## config.mk

```make
export PLATFORM = sky130hd
export DESIGN_NAME = pc_fetch
export DESIGN_NICKNAME = d
export VERILOG_FILES = /design/src/rtl/pc_fetch.sv
export SDC_FILE = /design/constraint.sdc
export NUM_CORES = 1
export LEC_CHECK = 0
export CAP_MARGIN = 20
export CORE_ASPECT_RATIO = 1.25
export CORE_UTILIZATION = 47
export CTS_CLUSTER_DIAMETER = 200
export DETAILED_ROUTE_END_ITERATION = 16
export PLACE_DENSITY = 0.82
export RECOVER_POWER = 100
export SLEW_MARGIN = 20
export SYNTH_ARGS = -nofsm -noshare
export SYNTH_HDL_FRONTEND = slang
export SYNTH_SLANG_ARGS = --single-unit
export TNS_END_PERCENT = 10
```

## constraint.sdc

```tcl
create_clock -name clk -period 2.7 [get_ports clk]
set_input_delay 0.27 -clock clk [delete_from_list [all_inputs] [get_ports clk]]
set_output_delay 0.27 -clock clk [all_outputs]
set_load 0.05 [all_outputs]
```

## src/rtl/pc_fetch.sv

```systemverilog
// pc_fetch: program counter / fetch sequencer (IDLE->RUN->DONE). Define PC_RANGE_TRAP_EN to trap out-of-range increments and branches.
// Latency: redirects appear one edge after being sampled. Backpressure: stall holds the PC; there is no other flow control.
module pc_fetch #(
    parameter int D    = 12,
    parameter int OFFW = 8,
    parameter int CNTW = 16
) (
    input  logic              clk,
    input  logic              rst_n,
    input  logic              start,
    input  logic [D:0]        start_addr,
    input  logic              stall,
    input  logic              jump_en,
    input  logic [D:0]        jump_target,
    input  logic              branch_en,
    input  logic [OFFW-1:0]   branch_off,
    input  logic              halt_req,
    output logic [D:0]        prog_ctr,
    output logic              busy,
    output logic              done,
    output logic              trap,
    output logic [CNTW-1:0]   cycle_cnt
);
    localparam int PW = D + 1;

    typedef enum logic [1:0] {IDLE, RUN, DONE} state_t;
    state_t state;

    logic [PW-1:0] pc_inc;
    logic [PW-1:0] pc_br;

    assign pc_inc = prog_ctr + PW'(1);

`ifdef PC_RANGE_TRAP_EN
    // Two guard bits hold the true, unwrapped branch result so that leaving the address space is visible.
    localparam int SW = PW + 2;
    logic [SW-1:0] br_wide;
    logic          br_oor;
    logic          inc_oor;

    assign br_wide = {2'b00, prog_ctr} + {{(SW-OFFW){branch_off[OFFW-1]}}, branch_off};
    assign pc_br   = br_wide[PW-1:0];
    assign br_oor  = (br_wide[SW-1:PW] != 2'b00);
    assign inc_oor = &prog_ctr;
`else
    assign pc_br = prog_ctr + {{(PW-OFFW){branch_off[OFFW-1]}}, branch_off};
    assign trap  = 1'b0;
`endif

    always_ff @(posedge clk or negedge rst_n) begin
        if (!rst_n) begin
            state     <= IDLE;
            prog_ctr  <= '0;
            busy      <= 1'b0;
            done      <= 1'b0;
            cycle_cnt <= '0;
`ifdef PC_RANGE_TRAP_EN
            trap      <= 1'b0;
`endif
        end else begin
            done <= 1'b0;
            case (state)
                IDLE: begin
                    if (start) begin
                        state     <= RUN;
                        busy      <= 1'b1;
                        prog_ctr  <= start_addr;
                        cycle_cnt <= '0;
`ifdef PC_RANGE_TRAP_EN
                        trap      <= 1'b0;
`endif
                    end
                end
                RUN: begin
                    if (cycle_cnt != '1) begin
                        cycle_cnt <= cycle_cnt + CNTW'(1);
                    end
                    if (halt_req) begin
                        state <= DONE;
                        busy  <= 1'b0;
                        done  <= 1'b1;
                    end else if (!stall) begin
                        if (jump_en) begin
                            prog_ctr <= jump_target;
                        end else if (branch_en) begin
`ifdef PC_RANGE_TRAP_EN
                            if (br_oor) begin
                                trap  <= 1'b1;
                                state <= DONE;
                                busy  <= 1'b0;
                                done  <= 1'b1;
                            end else begin
                                prog_ctr <= pc_br;
                            end
`else
                            prog_ctr <= pc_br;
`endif
                        end else begin
`ifdef PC_RANGE_TRAP_EN
                            if (inc_oor) begin
                                trap  <= 1'b1;
                                state <= DONE;
                                busy  <= 1'b0;
                                done  <= 1'b1;
                            end else begin
                                prog_ctr <= pc_inc;
                            end
`else
                            prog_ctr <= pc_inc;
`endif
                        end
                    end
                end
                DONE: begin
                    state <= IDLE;
                end
                default: begin
                    state <= IDLE;
                end
            endcase
        end
    end
endmodule

```

==> results.json, run 1 <==
{
  "power_w": 0.00270,
  "cts_sinks": 33,
  "combPwrFrac": 0.565,
  "final_antenna_net_count": 0,
  "layout.cells.non_filler": 410,
  "layout_commonest_cell": "clkdlybuf4s50_1",
  "synthCells": 275,
  "drv_slew": 34,
  "dr_total_vias": 2304,
  "max_freq_mhz": 401,
  "initial_core_util": 0.489,
  "layout_setup_ws_ns": 0.206,
  "numCtsBuffers": 5,
  "post-place-ws_ns": -0.217,
  "violations": "capacitance limit, slew limit",
  "rrSetupSlack_ns": 0.33,
  "p_sw_w": 0.00133,
  "die-area_um2": 5200,
  "hold_path.class": "flip-flop to flip-flop",
  "pwr-share-clk": 0.137,
  "worstPathArrival_ns": 2.69,
  "grt_pass1_vias": 2262,
  "fin_worst_skew_ns": 0.00684,
  "die_h_um": 80.4,
  "cts_setup_buffers": 0,
  "worstRegToRegCells": 8,
  "ys_seq_area_frac": 0.357,
  "clock_path_buffers": 2,
  "finalCritPeriodShare": 0.924,
  "die_w_um": 64.7,
  "hold_depth": 2,
  "p_int_w": 0.00137,
  "finalNetCount": 399,
  "r2r_start": "prog_ctr[0]",
  "fin_crit_ns": 2.49,
  "crit_required_ns": 2.90,
  "cp-end-kind": "flip-flop",
  "ys_warn_count": 0,
  "swShare": 0.492,
  "synthToLayoutAreaGrowth_pct": 37.7,
  "hold_start": "prog_ctr[3]",
  "clkLatencyLatePin_ns": 0.29,
  "root_buffer": "clkbuf_8",
  "grt-ovfl-total": 0,
  "rsz0062_at_grt": "no",
  "vias_per_cell": 5.62,
  "port_buffers": 71,
  "power.density_nw_per_um2": 850,
  "pwr-share-seq": 0.298,
  "drive_gt1_frac": 0.0600,
  "hold_viol_final": 0,
  "timing.rr.end": "prog_ctr[8]",
  "rows": 28,
  "layout_common_cells": "clkdlybuf4s50_1 (38), dfrtp_1 (33), dlygate4sd3_1 (33)",
  "dr.pass1.iters": 4,
  "synth_cell_types": 50,
  "ir_drop_mv": 0.547,
  "placed_cell_area_um2": 3110,
  "routed_wl_mm": 5.96,
  "setup.worst_path.start_class": "primary input",
  "cap_viol_max_count": 1,
  "postSynthAreaPerCell_um2": 8.40,
  "holdPathEnd": "prog_ctr[3]",
  "status": "finished, violations left",
  "antenna_found_initial": 0,
  "drtIter0Drc": 151,
  "grt_max_degree": 34,
  "hpwl_mm": 4.48,
  "finalSetupViolations": 0,
  "ctsHtreeMaxLevel": 2,
  "netlist_area_um2": 2310,
  "place_congestion": 0.795,
  "cts_tree": "built",
  "grt_pass1_wl_mm": 9.98,
  "dpl.cell_count": 402,
  "ys_ff_latch": 33,
  "io-pin-count": 73,
  "core_um2": 4730,
  "drc": 0,
  "wl_per_cell_um": 14.5,
  "synth_fp_nets": 325,
  "track_usage": 0.246,
  "crit_type": "primary input to flip-flop",
  "path_clk_slew_ns": 0.07,
  "cellLeakagePower_nw": 1.43,
  "path_max_fanout": 4,
  "diodes": 0,
  "tightest_slew_ns": 1.86,
  "finalInstanceArea_um2": 3180,
  "max_slew_margin": -0.238
}
## cells by family after synthesis
logic type,count (synthesis),synth area share
buffers and inverters,19,0.0357
xor gates and xnor gates,17,0.0644
DFF,33,0.357
other,1,0.00162
AOI/OAI and AO/OA,69,0.190
muxes,9,0.0390
and+or+nand+nor,118,0.260
adders and majority gates,9,0.0520
## sequential cells by signal, indices dropped and copies added, names as in the netlist
name,cells
busy,1
cycle_cnt,16
done,1
prog_ctr,13
state,2
## how the worst max path moves through the flow
stage	from	end	slack, ns
floorplan	prog_ctr[0]	prog_ctr[10]	0.15
global placement	branch_en	prog_ctr[10]	-0.12
detailed placement	branch_en	prog_ctr[8]	-0.22
CTS	branch_en	prog_ctr[8]	0.12
global route	branch_en	prog_ctr[10]	0.02
finish	branch_en	prog_ctr[8]	0.21
## synthesized netlist by cell type (all sizes together)
library cell | instances | share of area
nand2b | 4 | 0.011
and4 | 3 | 0.011
ha | 8 | 0.043
or3b | 1 | 0.0038
o211ai | 3 | 0.0097
nor2 | 27 | 0.044
conb | 1 | 0.0016
nor3 | 12 | 0.028
a311oi | 3 | 0.011
a22o | 2 | 0.0076
nand3 | 12 | 0.026
and2 | 9 | 0.024
fa | 1 | 0.0087
a21o | 4 | 0.013
o21ai | 16 | 0.035
a221o | 1 | 0.0043
a41o | 1 | 0.0043
inv | 4 | 0.0065
xnor2 | 5 | 0.019
and3b | 1 | 0.0038
nand4 | 5 | 0.014
clkbuf | 12 | 0.019
o21bai | 1 | 0.0032
mux2i | 9 | 0.039
o211a | 1 | 0.0043
a31o | 1 | 0.0038
a21oi | 20 | 0.043
nor4 | 1 | 0.0054
and3 | 2 | 0.0054
o22ai | 4 | 0.011
or2 | 2 | 0.0054
or3 | 4 | 0.011
buf | 3 | 0.0097
and4b | 1 | 0.0043
dfrtp | 33 | 0.36
nand3b | 1 | 0.0032
nand2 | 29 | 0.047
a31oi | 5 | 0.014
a211oi | 3 | 0.012
o31ai | 3 | 0.0097
nor2b | 1 | 0.0027
nor3b | 3 | 0.0097
o21ba | 1 | 0.0043
xor2 | 12 | 0.045
## worst max-delay path: stages
cell             delay [ns]
clkdlybuf4s50_1        0.51
nand2b_1               0.07
ha_1                   0.20
fa_1                   0.39
a21o_1                 0.23
a311oi_2               0.30
o21ba_2                0.21
mux2i_1                0.22
xor2_1                 0.09
o31ai_1                0.19
## power groups by stage
stage / clock network [W] / registers (W) / logic (W)
finish: 0.000370 / 0.000805 / 0.00153
global route: 0.000394 / 0.000834 / 0.00166
CTS: 0.000380 / 0.000809 / 0.00157
detailed placement: 0 / 0.000814 / 0.00156
global placement: 0 / 0.000813 / 0.00153
floorplan: 0 / 0.00119 / 0.000663
## final cells by class
class / count / area [um^2]
clock buffers: 6 / 72.6
clock inverters: 2 / 10.0
fillers: 424 / 1550
inverters: 4 / 15.0
multi-input cells: 223 / 1400
flip-flops and latches: 33 / 826
well taps: 60 / 75.1
repair buffers: 82 / 786
## metrics by stage
stage	setup TNS, ns	utilization	hold slack, ns
floorplan	0	-	-0.0256
global placement	-0.211	0.658	0.508
detailed placement	-0.418	0.658	0.521
CTS	0	0.675	0.410
global route	0	0.673	0.564
finish	0	0.673	0.530
## metal layers
metal	part of all wire	routed length (um)	GRT usage	up-vias
li1	-	-	-	1136
met1	0.40	2380	0.283	1087
met2	0.54	3250	0.453	72
met3	0.042	249	0.0355	9
met4	0.013	80	0.0867	0
met5	0	0	0	-
## repair_timing
item	in CTS	in global routing
resized for setup	0	1
endpoints found under the setup margin	0	2
hold buffers	0	0
No activity file was read; power rests on OpenSTA's default activity.
==> run 2, diff against run 1 <==
--- a/config.mk
+++ b/config.mk
@@ -16,4 +16,3 @@
 export SYNTH_ARGS = -nofsm -noshare
 export SYNTH_HDL_FRONTEND = slang
 export SYNTH_SLANG_ARGS = --single-unit
-export TNS_END_PERCENT = 10
==> results of run 2 <==
No change in the layout: final DEF, timing and power equal those of run 1.
==> run 3, diff against run 2 <==
--- a/config.mk
+++ b/config.mk
@@ -7,10 +7,10 @@
 export LEC_CHECK = 0
 export CAP_MARGIN = 20
 export CORE_ASPECT_RATIO = 1.25
-export CORE_UTILIZATION = 47
+export CORE_UTILIZATION = 51
 export CTS_CLUSTER_DIAMETER = 200
 export DETAILED_ROUTE_END_ITERATION = 16
-export PLACE_DENSITY = 0.82
+export PLACE_DENSITY = 0.88
 export RECOVER_POWER = 100
 export SLEW_MARGIN = 20
 export SYNTH_ARGS = -nofsm -noshare
==> constraint.sdc (replaced) <==
create_clock -name clk -period 3.02 [get_ports clk]
set_input_delay 0.302 -clock clk [delete_from_list [all_inputs] [get_ports clk]]
set_output_delay 0.302 -clock clk [all_outputs]
set_load 0.05 [all_outputs]
==> run 3 against run 2 <==
Against the previous run:
- the flow still finishes with violations (capacitance limit, slew limit)
- largest cell class unchanged
- clock-buffer cell count fell by 1
- critical endpoint is now prog_ctr[10]
- register-to-register slack improved by 0.19 ns
- non-clock buffer count fell by 6
- critical path depth did not move
- power fell by 12%
- critical path type unchanged
- sequential share of layout area rose by 0.41 points
- highest routed layer unchanged
- first-iteration DRC count fell by 28%
==> results.json, run 3 (synthesis results as in run 1) <==
{
  "hold_path.class": "flip-flop to flip-flop",
  "core_um2": 4390,
  "finalSetupViolations": 0,
  "setup.worst_path.start_class": "primary input",
  "synthToLayoutAreaGrowth_pct": 35.5,
  "top_register": "cycle_cnt",
  "pwr-share-seq": 0.304,
  "p_int_w": 0.00119,
  "finalInstanceArea_um2": 3130,
  "dr_total_vias": 2271,
  "vias_per_cell": 5.65,
  "rows": 27,
  "drv_slew": 34,
  "grt_pass1_wl_mm": 9.96,
  "fin_tns_setup_ns": 0,
  "dr.pass1.iters": 4,
  "drtIter0Drc": 109,
  "cp-end-kind": "flip-flop",
  "rrSetupSlack_ns": 0.52,
  "layout_common_cells": "clkdlybuf4s50_1 (37), dlygate4sd3_1 (34), dfrtp_1 (33)",
  "cts_setup_buffers": 0,
  "fill_cells": 351,
  "holdPathEnd": "prog_ctr[2]",
  "cts_tree": "built",
  "crit_required_ns": 3.20,
  "p_sw_w": 0.00118,
  "fin_hold_ws_ns": 0.533,
  "hpwl_mm": 4.44,
  "cts_resized": 0,
  "startpoint": "branch_en",
  "status": "finished, violations left",
  "drive_gt1_frac": 0.0436,
  "final_antenna_net_count": 0,
  "max_freq_mhz": 363,
  "place_congestion": 0.845,
  "finalCritPeriodShare": 0.913,
  "largest_reg_flops": 16,
  "hold_viol_final": 0,
  "finalNetCount": 393,
  "cellLeakagePower_nw": 1.40,
  "routed_wl_mm": 5.81,
  "die_h_um": 77.3,
  "crit_type": "primary input to flip-flop",
  "drc": 0,
  "cap_viol_max_count": 1,
  "wl_per_cell_um": 14.5,
  "fin_worst_skew_ns": 0.00729,
  "tightest_slew_ns": 1.80,
  "rsz0062_at_grt": "no",
  "path_max_fanout": 7,
  "pwr-share-clk": 0.139,
  "top_regs": "cycle_cnt: 16 flops, prog_ctr: 13 flops, state: 2 flops",
  "antenna_found_initial": 0,
  "hold_start": "prog_ctr[2]",
  "initial_core_util": 0.526,
  "root_buffer": "clkbuf_8",
  "clock_path_buffers": 2,
  "r2r_start": "prog_ctr[0]",
  "max_slew_margin": -0.202,
  "layout_commonest_cell": "clkdlybuf4s50_1",
  "power.density_nw_per_um2": 757,
  "io-pin-count": 73,
  "grt-ovfl-total": 0,
  "diodes": 0,
  "combPwrFrac": 0.557,
  "die_w_um": 62.2,
  "track_usage": 0.256,
  "clkLatencyLatePin_ns": 0.29,
  "placed_cell_area_um2": 3060,
  "path_clk_slew_ns": 0.07,
  "worstRegToRegCells": 8,
  "cts_sinks": 33,
  "ir_drop_mv": 0.521,
  "fin_crit_ns": 2.76,
  "hold_depth": 2,
  "port_buffers": 71,
  "grt_pass1_vias": 2325,
  "hold_buffers": 0,
  "timing.rr.end": "prog_ctr[10]",
  "swShare": 0.497,
  "violations": "capacitance limit, slew limit",
  "grt_max_degree": 34,
  "die-area_um2": 4810,
  "worstPathArrival_ns": 2.93,
  "numCtsBuffers": 5,
  "ctsHtreeMaxLevel": 2
}
## run 3: per-stage QoR
stage | total power [W] | setup WS (ns) | instances | utilization
3_5_place_dp | 0.00209 | 0.0480 | 394 | 0.698
4_1_cts | 0.00242 | 0.339 | 402 | 0.717
2_1_floorplan | 0.00166 | 0.472 | 275 | -
5_1_grt | 0.00253 | 0.112 | 402 | 0.713
6_report | 0.00237 | 0.264 | 402 | 0.713
3_3_place_gp | 0.00206 | 0.134 | 394 | 0.698
## run 3: worst max-delay path by stage
stage | slack, ns | cells after the start | to
2_1_floorplan | 0.47 | 8 | prog_ctr[10]
3_3_place_gp | 0.13 | 10 | prog_ctr[10]
3_5_place_dp | 0.05 | 10 | prog_ctr[8]
4_1_cts | 0.34 | 10 | prog_ctr[10]
5_1_grt | 0.11 | 10 | prog_ctr[10]
6_report | 0.26 | 10 | prog_ctr[10]
## run 3: power by group through the flow
stage / logic [W] / registers [W] / clock network (W)
2_1_floorplan: 0.000593 / 0.00107 / 0
3_3_place_gp: 0.00133 / 0.000727 / 0
3_5_place_dp: 0.00136 / 0.000730 / 0
4_1_cts: 0.00137 / 0.000725 / 0.000332
5_1_grt: 0.00143 / 0.000746 / 0.000351
6_report: 0.00132 / 0.000722 / 0.000330
## run 3: area by class of cell
type	count	area [um^2]	area share
repair buffers	76	741	0.237
flip-flops and latches	33	826	0.264
clock inverters	3	17.5	0.00559
well taps	58	72.6	0.0232
multi-input cells	223	1390	0.444
inverters	4	15.0	0.00479
clock buffers	5	68.8	0.0220
## run 3: routing by layer
| layer | vias to the layer above | global-route usage | share of wire |
|---|---|---|---|
| met2 | 65 | 0.488 | 0.55 |
| met1 | 1075 | 0.286 | 0.40 |
| met3 | 9 | 0.0446 | 0.040 |
| met4 | 0 | 0.0744 | 0.013 |
| met5 | - | 0 | 0 |
| li1 | 1122 | - | - |
## run 3: worst max-delay path, stage by stage
cell and delay, ns:
dlygate4sd3_1 0.58, clkbuf_1 0.25, and2_1 0.17, ha_1 0.29, a21o_1 0.24, a311oi_1 0.35
o21ba_2 0.24, mux2i_1 0.25, mux2i_1 0.20, nand2_1 0.06
